===== src/rtl/alu_pkg.sv =====
// Encodings shared by the ALU and its issue stage: decode's ALUOp field
// and the 4-bit Operation code the ALU datapath consumes.
package alu_pkg;

  localparam logic [1:0] ALUOP_MEM = 2'b00;
  localparam logic [1:0] ALUOP_BR  = 2'b01;
  localparam logic [1:0] ALUOP_R   = 2'b10;
  localparam logic [1:0] ALUOP_I   = 2'b11;

  localparam logic [3:0] OP_AND = 4'b0000;
  localparam logic [3:0] OP_OR  = 4'b0001;
  localparam logic [3:0] OP_ADD = 4'b0010;
  localparam logic [3:0] OP_SUB = 4'b0110;

endpackage


===== src/rtl/alu_issue_stage_if.sv =====
// Decode-to-ALU issue bundle. The master side is decode plus the ALU consumer.
// The slave side is the issue stage.
interface alu_issue_stage_if #(
  parameter int WIDTH = 64
);

  // Both handshakes use valid/ready. A transfer happens on a rising edge where
  // valid & ready are both high. While valid is high and ready is low, the
  // source holds valid and its payload unchanged. Ready may depend on state.
  logic             in_valid;
  logic             in_ready;
  logic [WIDTH-1:0] rs1_data;
  logic [WIDTH-1:0] rs2_data;
  logic [WIDTH-1:0] imm;
  logic             alu_src;
  logic [1:0]       alu_op;
  logic [3:0]       funct;

  logic             out_valid;
  logic             out_ready;
  logic [WIDTH-1:0] a;
  logic [WIDTH-1:0] b;
  logic [3:0]       Operation;
  logic             illegal;

  modport master (
    output in_valid, rs1_data, rs2_data, imm, alu_src, alu_op, funct, out_ready,
    input  in_ready, out_valid, a, b, Operation, illegal
  );

  modport slave (
    input  in_valid, rs1_data, rs2_data, imm, alu_src, alu_op, funct, out_ready,
    output in_ready, out_valid, a, b, Operation, illegal
  );

endinterface


===== src/rtl/alu_control_decode.sv =====
// Combinational ALU control decode: ALUOp/funct to the Operation code.
// Encodings the ALU cannot execute fall back to ADD and raise illegal.
module alu_control_decode
  import alu_pkg::*;
(
  input  logic [1:0] alu_op_i,
  input  logic [3:0] funct_i,
  output logic [3:0] operation_o,
  output logic       illegal_o
);

  always_comb begin
    operation_o = OP_ADD;
    illegal_o   = 1'b0;
    case (alu_op_i)
      ALUOP_MEM: operation_o = OP_ADD;
      ALUOP_BR:  operation_o = OP_SUB;
      ALUOP_R: begin
        case (funct_i)
          4'b0000: operation_o = OP_ADD;
          4'b1000: operation_o = OP_SUB;
          4'b0111: operation_o = OP_AND;
          4'b0110: operation_o = OP_OR;
          default: illegal_o   = 1'b1;
        endcase
      end
      default: begin
        // I-type has no SUB, so instr[30] (funct[3]) carries no meaning here.
        case (funct_i[2:0])
          3'b000:  operation_o = OP_ADD;
          3'b111:  operation_o = OP_AND;
          3'b110:  operation_o = OP_OR;
          default: illegal_o   = 1'b1;
        endcase
      end
    endcase
  end

endmodule


===== src/rtl/alu_issue_stage.sv =====
// Execute-issue stage: decodes the ALU control and selects the operands.
// It registers one entry behind a main+skid buffer, so a stalled consumer never drops an entry.
module alu_issue_stage
  import alu_pkg::*;
#(
  parameter int WIDTH = 64
) (
  input  logic               clk,
  input  logic               reset,
  input  logic               flush,
  alu_issue_stage_if.slave   io,
  output logic [1:0]         dbg_state_o
);

  localparam logic [1:0] ST_EMPTY = 2'b00;
  localparam logic [1:0] ST_MAIN  = 2'b01;
  localparam logic [1:0] ST_FULL  = 2'b11;

  typedef struct packed {
    logic [WIDTH-1:0] a;
    logic [WIDTH-1:0] b;
    logic [3:0]       op;
    logic             illegal;
  } entry_t;

  logic [1:0]       state_q, state_d;
  entry_t           main_q, main_d, skid_q, skid_d, new_e;
  logic [3:0]       dec_op;
  logic             dec_illegal;
  logic [WIDTH-1:0] b_sel;
  logic             accept, emit;

  alu_control_decode u_decode (
    .alu_op_i    (io.alu_op),
    .funct_i     (io.funct),
    .operation_o (dec_op),
    .illegal_o   (dec_illegal)
  );

  // The ALU has no carry-in. Storing b_sel-1 lets it compute a + ~b == a - b_sel.
  assign b_sel = io.alu_src ? io.imm : io.rs2_data;

  always_comb begin
    new_e.a       = io.rs1_data;
    new_e.b       = (dec_op == OP_SUB) ? (b_sel - {{(WIDTH-1){1'b0}}, 1'b1}) : b_sel;
    new_e.op      = dec_op;
    new_e.illegal = dec_illegal;
  end

  assign io.in_ready  = (state_q != ST_FULL) & ~reset;
  assign io.out_valid = (state_q != ST_EMPTY);
  assign accept       = io.in_valid & io.in_ready & ~flush;
  assign emit         = io.out_valid & io.out_ready;

  always_comb begin
    state_d = state_q;
    main_d  = main_q;
    skid_d  = skid_q;
    case (state_q)
      ST_EMPTY: begin
        if (accept) begin
          main_d  = new_e;
          state_d = ST_MAIN;
        end
      end
      ST_MAIN: begin
        if (emit && accept) begin
          main_d = new_e;
        end else if (emit) begin
          state_d = ST_EMPTY;
        end else if (accept) begin
          skid_d  = new_e;
          state_d = ST_FULL;
        end
      end
      ST_FULL: begin
        if (emit) begin
          main_d  = skid_q;
          state_d = ST_MAIN;
        end
      end
      default: state_d = ST_EMPTY;
    endcase
    // Flush drops only the valids. The data registers keep their stale contents.
    if (flush) state_d = ST_EMPTY;
  end

  always_ff @(posedge clk) begin
    if (reset) begin
      state_q <= ST_EMPTY;
      main_q  <= '0;
      skid_q  <= '0;
    end else begin
      state_q <= state_d;
      main_q  <= main_d;
      skid_q  <= skid_d;
    end
  end

  assign io.a         = main_q.a;
  assign io.b         = main_q.b;
  assign io.Operation = main_q.op;
  assign io.illegal   = main_q.illegal;
  assign dbg_state_o  = state_q;

endmodule


===== src/flat_wrapper.sv =====
// flat-port wrapper written by rule: the top's interface ports become plain ports
module alu_issue_stage_flat import alu_pkg::*;
#(
  parameter int WIDTH = 64
)
  (clk, reset, flush, dbg_state_o, io_in_valid, io_rs1_data, io_rs2_data, io_imm, io_alu_src, io_alu_op, io_funct, io_out_ready, io_in_ready, io_out_valid, io_a, io_b, io_Operation, io_illegal);
  alu_issue_stage_if #(.WIDTH(WIDTH)) io_i ();
  input  logic clk;
  input  logic reset;
  input  logic flush;
  output logic [1:0] dbg_state_o;
  input wire logic [$bits(io_i.in_valid)-1:0] io_in_valid;
  input wire logic [$bits(io_i.rs1_data)-1:0] io_rs1_data;
  input wire logic [$bits(io_i.rs2_data)-1:0] io_rs2_data;
  input wire logic [$bits(io_i.imm)-1:0] io_imm;
  input wire logic [$bits(io_i.alu_src)-1:0] io_alu_src;
  input wire logic [$bits(io_i.alu_op)-1:0] io_alu_op;
  input wire logic [$bits(io_i.funct)-1:0] io_funct;
  input wire logic [$bits(io_i.out_ready)-1:0] io_out_ready;
  output wire logic [$bits(io_i.in_ready)-1:0] io_in_ready;
  output wire logic [$bits(io_i.out_valid)-1:0] io_out_valid;
  output wire logic [$bits(io_i.a)-1:0] io_a;
  output wire logic [$bits(io_i.b)-1:0] io_b;
  output wire logic [$bits(io_i.Operation)-1:0] io_Operation;
  output wire logic [$bits(io_i.illegal)-1:0] io_illegal;
  assign io_i.in_valid = io_in_valid;
  assign io_i.rs1_data = io_rs1_data;
  assign io_i.rs2_data = io_rs2_data;
  assign io_i.imm = io_imm;
  assign io_i.alu_src = io_alu_src;
  assign io_i.alu_op = io_alu_op;
  assign io_i.funct = io_funct;
  assign io_i.out_ready = io_out_ready;
  assign io_in_ready = io_i.in_ready;
  assign io_out_valid = io_i.out_valid;
  assign io_a = io_i.a;
  assign io_b = io_i.b;
  assign io_Operation = io_i.Operation;
  assign io_illegal = io_i.illegal;
  alu_issue_stage #(.WIDTH(WIDTH)) u_core (.clk(clk), .reset(reset), .flush(flush), .io(io_i), .dbg_state_o(dbg_state_o));
endmodule

===== config.mk =====
export PLATFORM = sky130hd
export DESIGN_NAME = alu_issue_stage_flat
export DESIGN_NICKNAME = d
export VERILOG_FILES = /design/src/rtl/alu_pkg.sv /design/src/rtl/alu_issue_stage_if.sv /design/src/rtl/alu_control_decode.sv /design/src/rtl/alu_issue_stage.sv /design/src/flat_wrapper.sv
export SDC_FILE = /design/constraint.sdc
export NUM_CORES = 1
export LEC_CHECK = 0
export BUFFER_PORTS_ARGS = -buffer_cell sky130_fd_sc_hd__buf_2
export CAP_MARGIN = 0
export CORE_UTILIZATION = 49
export CTS_CLUSTER_SIZE = 16
export DETAILED_ROUTE_END_ITERATION = 6
export HOLD_SLACK_MARGIN = 0.03
export PLACE_DENSITY = 0.88
export SLEW_MARGIN = 20
export SYNTH_ARGS = -nofsm -noshare
export SYNTH_HDL_FRONTEND = slang
export SYNTH_HIERARCHICAL = 1
export SYNTH_SLANG_ARGS = --single-unit

===== constraint.sdc =====
create_clock -name clk -period 3.61 [get_ports clk]
set_input_delay 0.1805 -clock clk [delete_from_list [all_inputs] [get_ports clk]]
set_output_delay 0.1805 -clock clk [all_outputs]
set_load 0.005 [all_outputs]

### Word-level counts from Yosys, hierarchy flattened

Index checks and enable logic that the tools add are counted.

| cells by class | value |
|---|---|
| reduce and logical (&&, ||, !) cells | 14 |
| equal/unequal tests | 16 |
| add/subtract/negate cells | 1 |
| multiplexer cells | 18 |
| bitwise gates (word level) | 8 |

Operator list:

| cell | number |
|---|---|
| $mux W133 | 3 |
| $pmux W133 S3 | 1 |
| $mux W64 | 2 |
| $sub A64 B1 Y64 const B | 1 |
| $pmux W3 S3 | 2 |
| $reduce_and A4 Y1 | 3 |
| $mux W2 | 5 |
| $eq A3 B3 Y1 const B | 3 |
| $eq A4 B3 Y1 const B | 2 |
| $ne A2 B1 Y1 const B | 3 |
| $pmux W2 S3 | 1 |
| $and A1 B1 Y1 | 4 |
| $eq A2 B1 Y1 const B | 2 |
| $eq A2 B2 Y1 const B | 2 |
| $eq A4 B4 Y1 const B | 1 |
| $logic_not A2 Y1 | 2 |
| $logic_not A4 Y1 | 1 |
| $ne A2 B2 Y1 const B | 2 |
| $not A1 Y1 | 4 |
| $pmux W2 S2 | 1 |
| $reduce_or A2 Y1 | 2 |
| $reduce_or A4 Y1 | 1 |
| $logic_not A3 Y1 | 1 |
| $ne A3 B1 Y1 const B | 1 |
| 6 further kinds | 7 |

| word-level totals | value |
|---|---|
| flip-flop bits (word level) | 268 |

### Logic depth before layout (Yosys ltp)

| depth | value |
|---|---|
| depth in word-level cells | 8 |
| mapped depth | 15 |

### Hierarchy

The synthesis kept the hierarchy.

Modules (own cells, without submodules):

| module | sequential area each (µm²) | area each (µm²) | cells each | times used |
|---|---|---|---|---|
| alu_issue_stage | 5365.1 | 13435.4 | 1585 | 1 |
| alu_control_decode | 0.0 | 77.6 | 11 | 1 |

### Worst setup path after synthesis

OpenSTA, ideal clock, no wires.

| timing path | value |
|---|---|
| path kind | input to register |
| start point | input port io_alu_src |
| end point | register u_core.main_q, in the netlist u_core/io.b[22] |
| arrival | 3.344 ns |
| data required time | 3.524 ns |
| path buffers | 8 |
| library setup time | 0.086 ns |
| slack | 0.180 ns |
| cell stages on the path | 15 |
| path through | buf_6 -> buf_6 -> buf_4 -> buf_4 -> buf_4 -> buf_2 -> buf_2 -> buf_2 -> mux2i_1 -> ha_1 -> o2111ai_1 -> nor4_4 -> o21ai_0 -> xnor2_1 -> a211oi_1 |

| between the ends | value |
|---|---|
| word-level cells in the longest chain between the ends | 5 |
| elaborated cells between the ends (all ways) | 6 |
| those cells by class | add/sub: 1; mux: 5 |

RTL lines:

| element | RTL line | text |
|---|---|---|
| start, declared | flat_wrapper.sv:16 | `input wire logic [$bits(io_i.alu_src)-1:0] io_alu_src;` |
| $mux W64 (*) | alu_issue_stage.sv:41 | `assign b_sel = io.alu_src ? io.imm : io.rs2_data;` |
| $sub A64 B1 Y64 | alu_issue_stage.sv:45 | `new_e.b = (dec_op == OP_SUB) ? (b_sel - {{(WIDTH-1){1'b0}}, 1'b1}) : b_sel;` |
| $mux W64 (*) | alu_issue_stage.sv:45 |  |
| $mux W133 (on tied branches) | alu_issue_stage.sv:67, alu_issue_stage.sv:61 |  |
| $pmux W133 S3 (*) | alu_issue_stage.sv:59 | `case (state_q)` |
| end signal, assigned | alu_issue_stage.sv:95 | `main_q <= main_d;` |
| end, declared | alu_issue_stage.sv:27 | `entry_t main_q, main_d, skid_q, skid_d, new_e;` |

Every way passes the cells marked *; elsewhere a longest branch is shown, timed or not. The select of a mux whose other input is x is not followed.
A chain may end at the register's enable or synchronous reset.

### Worst setup path after layout

| timing path | value |
|---|---|
| start point | register u_core.state_q[0], in the netlist u_core/dbg_state_o[0] |
| end point | register u_core/skid_q[119] (netlist bit) |

| between the ends | value |
|---|---|
| word-level cells in the longest chain between the ends | 7 |
| elaborated cells between the ends (all ways) | 11 |
| those cells by class | eq/ne: 2; bitwise: 6; reduce/logical: 3 |

RTL lines:

| element | RTL line | text |
|---|---|---|
| start, declared | alu_issue_stage.sv:26 | `logic [1:0] state_q, state_d;` |
| start signal, assigned | alu_issue_stage.sv:94 | `state_q <= state_d;` |
| $ne A2 B2 Y1 | alu_issue_stage.sv:50 | `assign io.in_ready = (state_q != ST_FULL) & ~reset;` |
| $and A1 B1 Y1 | alu_issue_stage.sv:50 |  |
| $and A1 B1 Y1 (2 in a row) | alu_issue_stage.sv:52 | `assign accept = io.in_valid & io.in_ready & ~flush;` |
| $logic_and A1 B1 Y1 | alu_issue_stage.sv:67 | `if (emit && accept) begin` |
| $not A1 Y1 (no source line) | - |  |
| $reduce_and A4 Y1 (no source line) (*) | - |  |
| end signal, assigned | alu_issue_stage.sv:96 | `skid_q <= skid_d;` |
| end, declared | alu_issue_stage.sv:27 |  |

Every way passes the cells marked *; elsewhere a longest branch is shown, timed or not.

==> impl_metrics.json <==
{
  "vias": 14300,
  "slew_headroom": 0.280,
  "cp_cell_sequence": "inv_1 > ha_1 > nand2b_1 > nand3_4 > buf_4 > nand2_1 > a21oi_1 > dlygate4sd3_1",
  "required_ns": 4.09,
  "ios": 341,
  "ys_types": 80,
  "start_util": 0.500,
  "track_usage": 0.317,
  "cap_violations": 0,
  "power.switching_mw": 1.89,
  "powerDensity_nw_per_um2": 412,
  "fin_crit_ns": 3.21,
  "grt_max_degree": 143,
  "ys_seq_area_frac": 0.397,
  "fin_setup_tns_ns": 0,
  "cts_made_buffers": 29,
  "htreeDepth": 1,
  "grt_pass1_wl_mm": 72.4,
  "max_freq_mhz": 312,
  "synth_area_per_cell_um2": 8.47,
  "rows": 60,
  "cts.path.max_buffers": 3,
  "synthesis.area_um2": 13500,
  "rsz0062_at_grt": "no",
  "core_area_um2": 27000,
  "worstHoldStart": "io_alu_op[1]",
  "worstSetupPathType": "flip-flop to flip-flop",
  "crit_family": "buffers and inverters",
  "cts.sinks": 268,
  "pwr-share-seq": 0.445,
  "met1_usage": 0.398,
  "fillCellCount": 2099,
  "dr.first_iter.drc_count": 1558,
  "critPathMaxFanout": 65,
  "antenna_found_initial": 5,
  "die_w_um": 168,
  "ys.flop_type": "dfxtp_1",
  "drt-vias-per-instance": 6.18,
  "drv_slew": 0,
  "drtPass1Iterations": 5,
  "status": "complete, no violations",
  "ir_drop_uv": 389,
  "cp.arrival_ns": 3.68,
  "drive_gt1_frac": 0.238,
  "drc": 0,
  "syn-instance-count": 1596,
  "power_frac_clock": 0.408,
  "grtUsageMet3": 0.0552,
  "worstMarginPinSlew_ns": 1.08,
  "busiest_layer": "met2",
  "design_area_um2": 17200,
  "gp_congestion": 0.940,
  "crit_path_start_kind": "flip-flop",
  "p_sw_frac": 0.267,
  "cts_root_buf": "clkbuf_16",
  "hold_path.class": "primary input to flip-flop",
  "whs_path_depth": 5,
  "timing.rr.end": "u_core/skid_q[119]",
  "wl_per_cell_um": 20.3,
  "ant_nets": 0,
  "crit_buf_inv": 3,
  "wirelength_mm": 47.0,
  "crit_path_end_kind": "flip-flop",
  "clk_pin_slew_ns": 0.06,
  "dp_hpwl_mm": 30.2,
  "cts_tree": "done",
  "clk_latency_ns": 0.54,
  "die_h_um": 168,
  "ys_seq_elements": 268,
  "finalCritPeriodShare": 0.889,
  "total_power_mw": 7.08,
  "cts.repair.resized": 0,
  "whs_endpoint": "u_core/skid_q[0]",
  "whs_ns": 0.0514,
  "synthArstFlopShare": 0,
  "leakagePower_nw": 6.80,
  "finClkSkew_ns": 0.0128,
  "internal_power_mw": 5.19,
  "overflow": 0,
  "fin_nets": 2160,
  "port_buffers": 340,
  "ctsHoldBuffers": 77,
  "hold_violations": 0,
  "setup_viol": 0,
  "use_met2": 0.518,
  "cpPeakStageDelay_ns": 0.67,
  "postCtsSetupBuffers": 0,
  "grt_pass1_vias": 13700,
  "r2r_start": "u_core/dbg_state_o[0]",
  "r2r_setup_slack_ns": 0.40,
  "syn_nets": 1805,
  "cpMaxStageDelayCell": "buf_4",
  "die_area_um2": 28200,
  "p_comb_frac": 0.147,
  "synth.yosys.warnings": 6,
  "reg2regPathDepth": 8,
  "areaGrowthSynthToFinish_pct": 27.3,
  "synth_edf_count": 0,
  "place_area_um2": 15500
}
[synth_stat cells, types with 4 or more instances]
cell type | n | area [um2]
dfxtp_1 | 268 | 5370
o22ai_1 | 27 | 169
nand3_1 | 63 | 315
and3_1 | 38 | 238
o21a_1 | 4 | 30.0
or4b_2 | 7 | 70.1
nand4_1 | 18 | 113
and2_1 | 4 | 25.0
a211oi_1 | 89 | 668
mux2_2 | 10 | 113
o21ai_0 | 67 | 335
or4_1 | 8 | 60.1
or3b_2 | 6 | 52.6
ha_1 | 5 | 62.6
nor2_1 | 116 | 435
nand2_1 | 195 | 732
buf_1 | 4 | 15.0
mux2i_1 | 140 | 1400
o211ai_1 | 9 | 67.6
xnor2_1 | 36 | 315
nand2b_1 | 6 | 37.5
o31ai_1 | 14 | 105
a21o_1 | 7 | 52.6
o21ai_1 | 5 | 25.0
buf_4 | 6 | 45.0
xor2_1 | 18 | 158
nand3b_1 | 18 | 135
or3_1 | 14 | 87.6
nor3b_1 | 17 | 128
a31oi_1 | 4 | 25.0
clkbuf_1 | 104 | 390
nor3_1 | 34 | 170
buf_2 | 13 | 65.1
a21oi_1 | 132 | 661
inv_1 | 7 | 26.3
nor4_1 | 13 | 81.3
[registers in the layout, indices dropped and copies added (netlist names)]
register	cells
u_core/dbg_state_o	2
u_core/io.Operation	4
u_core/io.illegal	1
u_core/io.a	64
u_core/skid_q	133
u_core/io.b	64
[worst reg2reg max path: stages, from the launching register on]
cell and delay (ns):
dfxtp_1 0.46, inv_1 0.11, ha_1 0.30, nand2b_1 0.23
nand3_4 0.40, buf_4 0.68, nand2_1 0.22, a21oi_1 0.19
dlygate4sd3_1 0.57
[worst max-delay path by stage]
stage / startpoint / to / slack, ns / cells past startpoint
floorplan: io_alu_src / u_core/io.b[22] / 0.18 / 15
global placement: io_alu_src / u_core/io.b[52] / 0.22 / 7
detailed placement: io_funct[0] / u_core/io.b[33] / 0.15 / 10
CTS: u_core/dbg_state_o[0] / u_core/skid_q[119] / 0.53 / 8
global route: u_core/dbg_state_o[0] / u_core/skid_q[128] / 0.33 / 8
finish: u_core/dbg_state_o[0] / u_core/skid_q[119] / 0.40 / 8
[power groups by stage]
| stage | Clock (mW) | Combinational (mW) | Sequential (mW) |
|---|---|---|---|
| 2_1_floorplan | 0 | 0.495 | 3.21 |
| 3_3_place_gp | 0 | 0.919 | 3.21 |
| 3_5_place_dp | 0 | 0.942 | 3.21 |
| 4_1_cts | 2.91 | 1.01 | 3.15 |
| 5_1_grt | 3.04 | 1.11 | 3.16 |
| 6_report | 2.89 | 1.04 | 3.15 |
[metal layers]
metal / vias to the layer above / routed length (um)
li1: 6542 / -
met1: 6740 / 18700
met2: 830 / 21800
met3: 204 / 3860
met4: 0 / 2710
met5: - / 0
[kinds of logic (layout without fill, tap and decap cells)]
| group | after synthesis | in the layout | share of synthesized area |
|---|---|---|---|
| AO/OA/AOI/OAI | 397 | 397 | 0.186 |
| XOR/XNOR | 54 | 54 | 0.0350 |
| adder cells (fa/ha/maj) | 5 | 5 | 0.00463 |
| buffers and inverters | 137 | 511 | 0.0426 |
| flip-flops | 268 | 268 | 0.397 |
| multiplexers | 151 | 151 | 0.114 |
| other | 1 | 6 | 0.000278 |
| AND/OR/NAND/NOR | 583 | 583 | 0.221 |
[layout make-up]
type	instances	area [um2]	share of cell area
timing repair buffer	454	2830	0.165
sequential	268	5370	0.312
antenna	5	12.5	0.000727
clock buffer	38	790	0.0459
tap	341	427	0.0248
inverter	7	26.3	0.00153
clock inverter	12	119	0.00691
multi-input combinational	1191	7630	0.443
[placed cells by master, fill, tap and decap left out, drive strengths merged, types with 27 or more instances in the layout]
master | Yosys | layout
a211oi | 89 | 89
a21oi | 133 | 133
and3 | 38 | 38
buf | 26 | 377
clkbuf | 104 | 38
dfxtp | 268 | 268
dlygate4sd3 | 0 | 77
mux2i | 141 | 141
nand2 | 195 | 195
nand3 | 64 | 64
nor2 | 116 | 116
nor3 | 35 | 35
o21ai | 72 | 72
o22ai | 27 | 27
xnor2 | 36 | 36
[through the flow]
stage          std cells   util  setup slack [ns]
2_1_floorplan       1596      -             0.180
3_3_place_gp        2184  0.574             0.222
3_5_place_dp        2184  0.574             0.146
4_1_cts             2311  0.636             0.529
5_1_grt             2315  0.636             0.327
6_report            2316  0.636             0.402
Note: power is estimated with default switching activity, not from simulation.
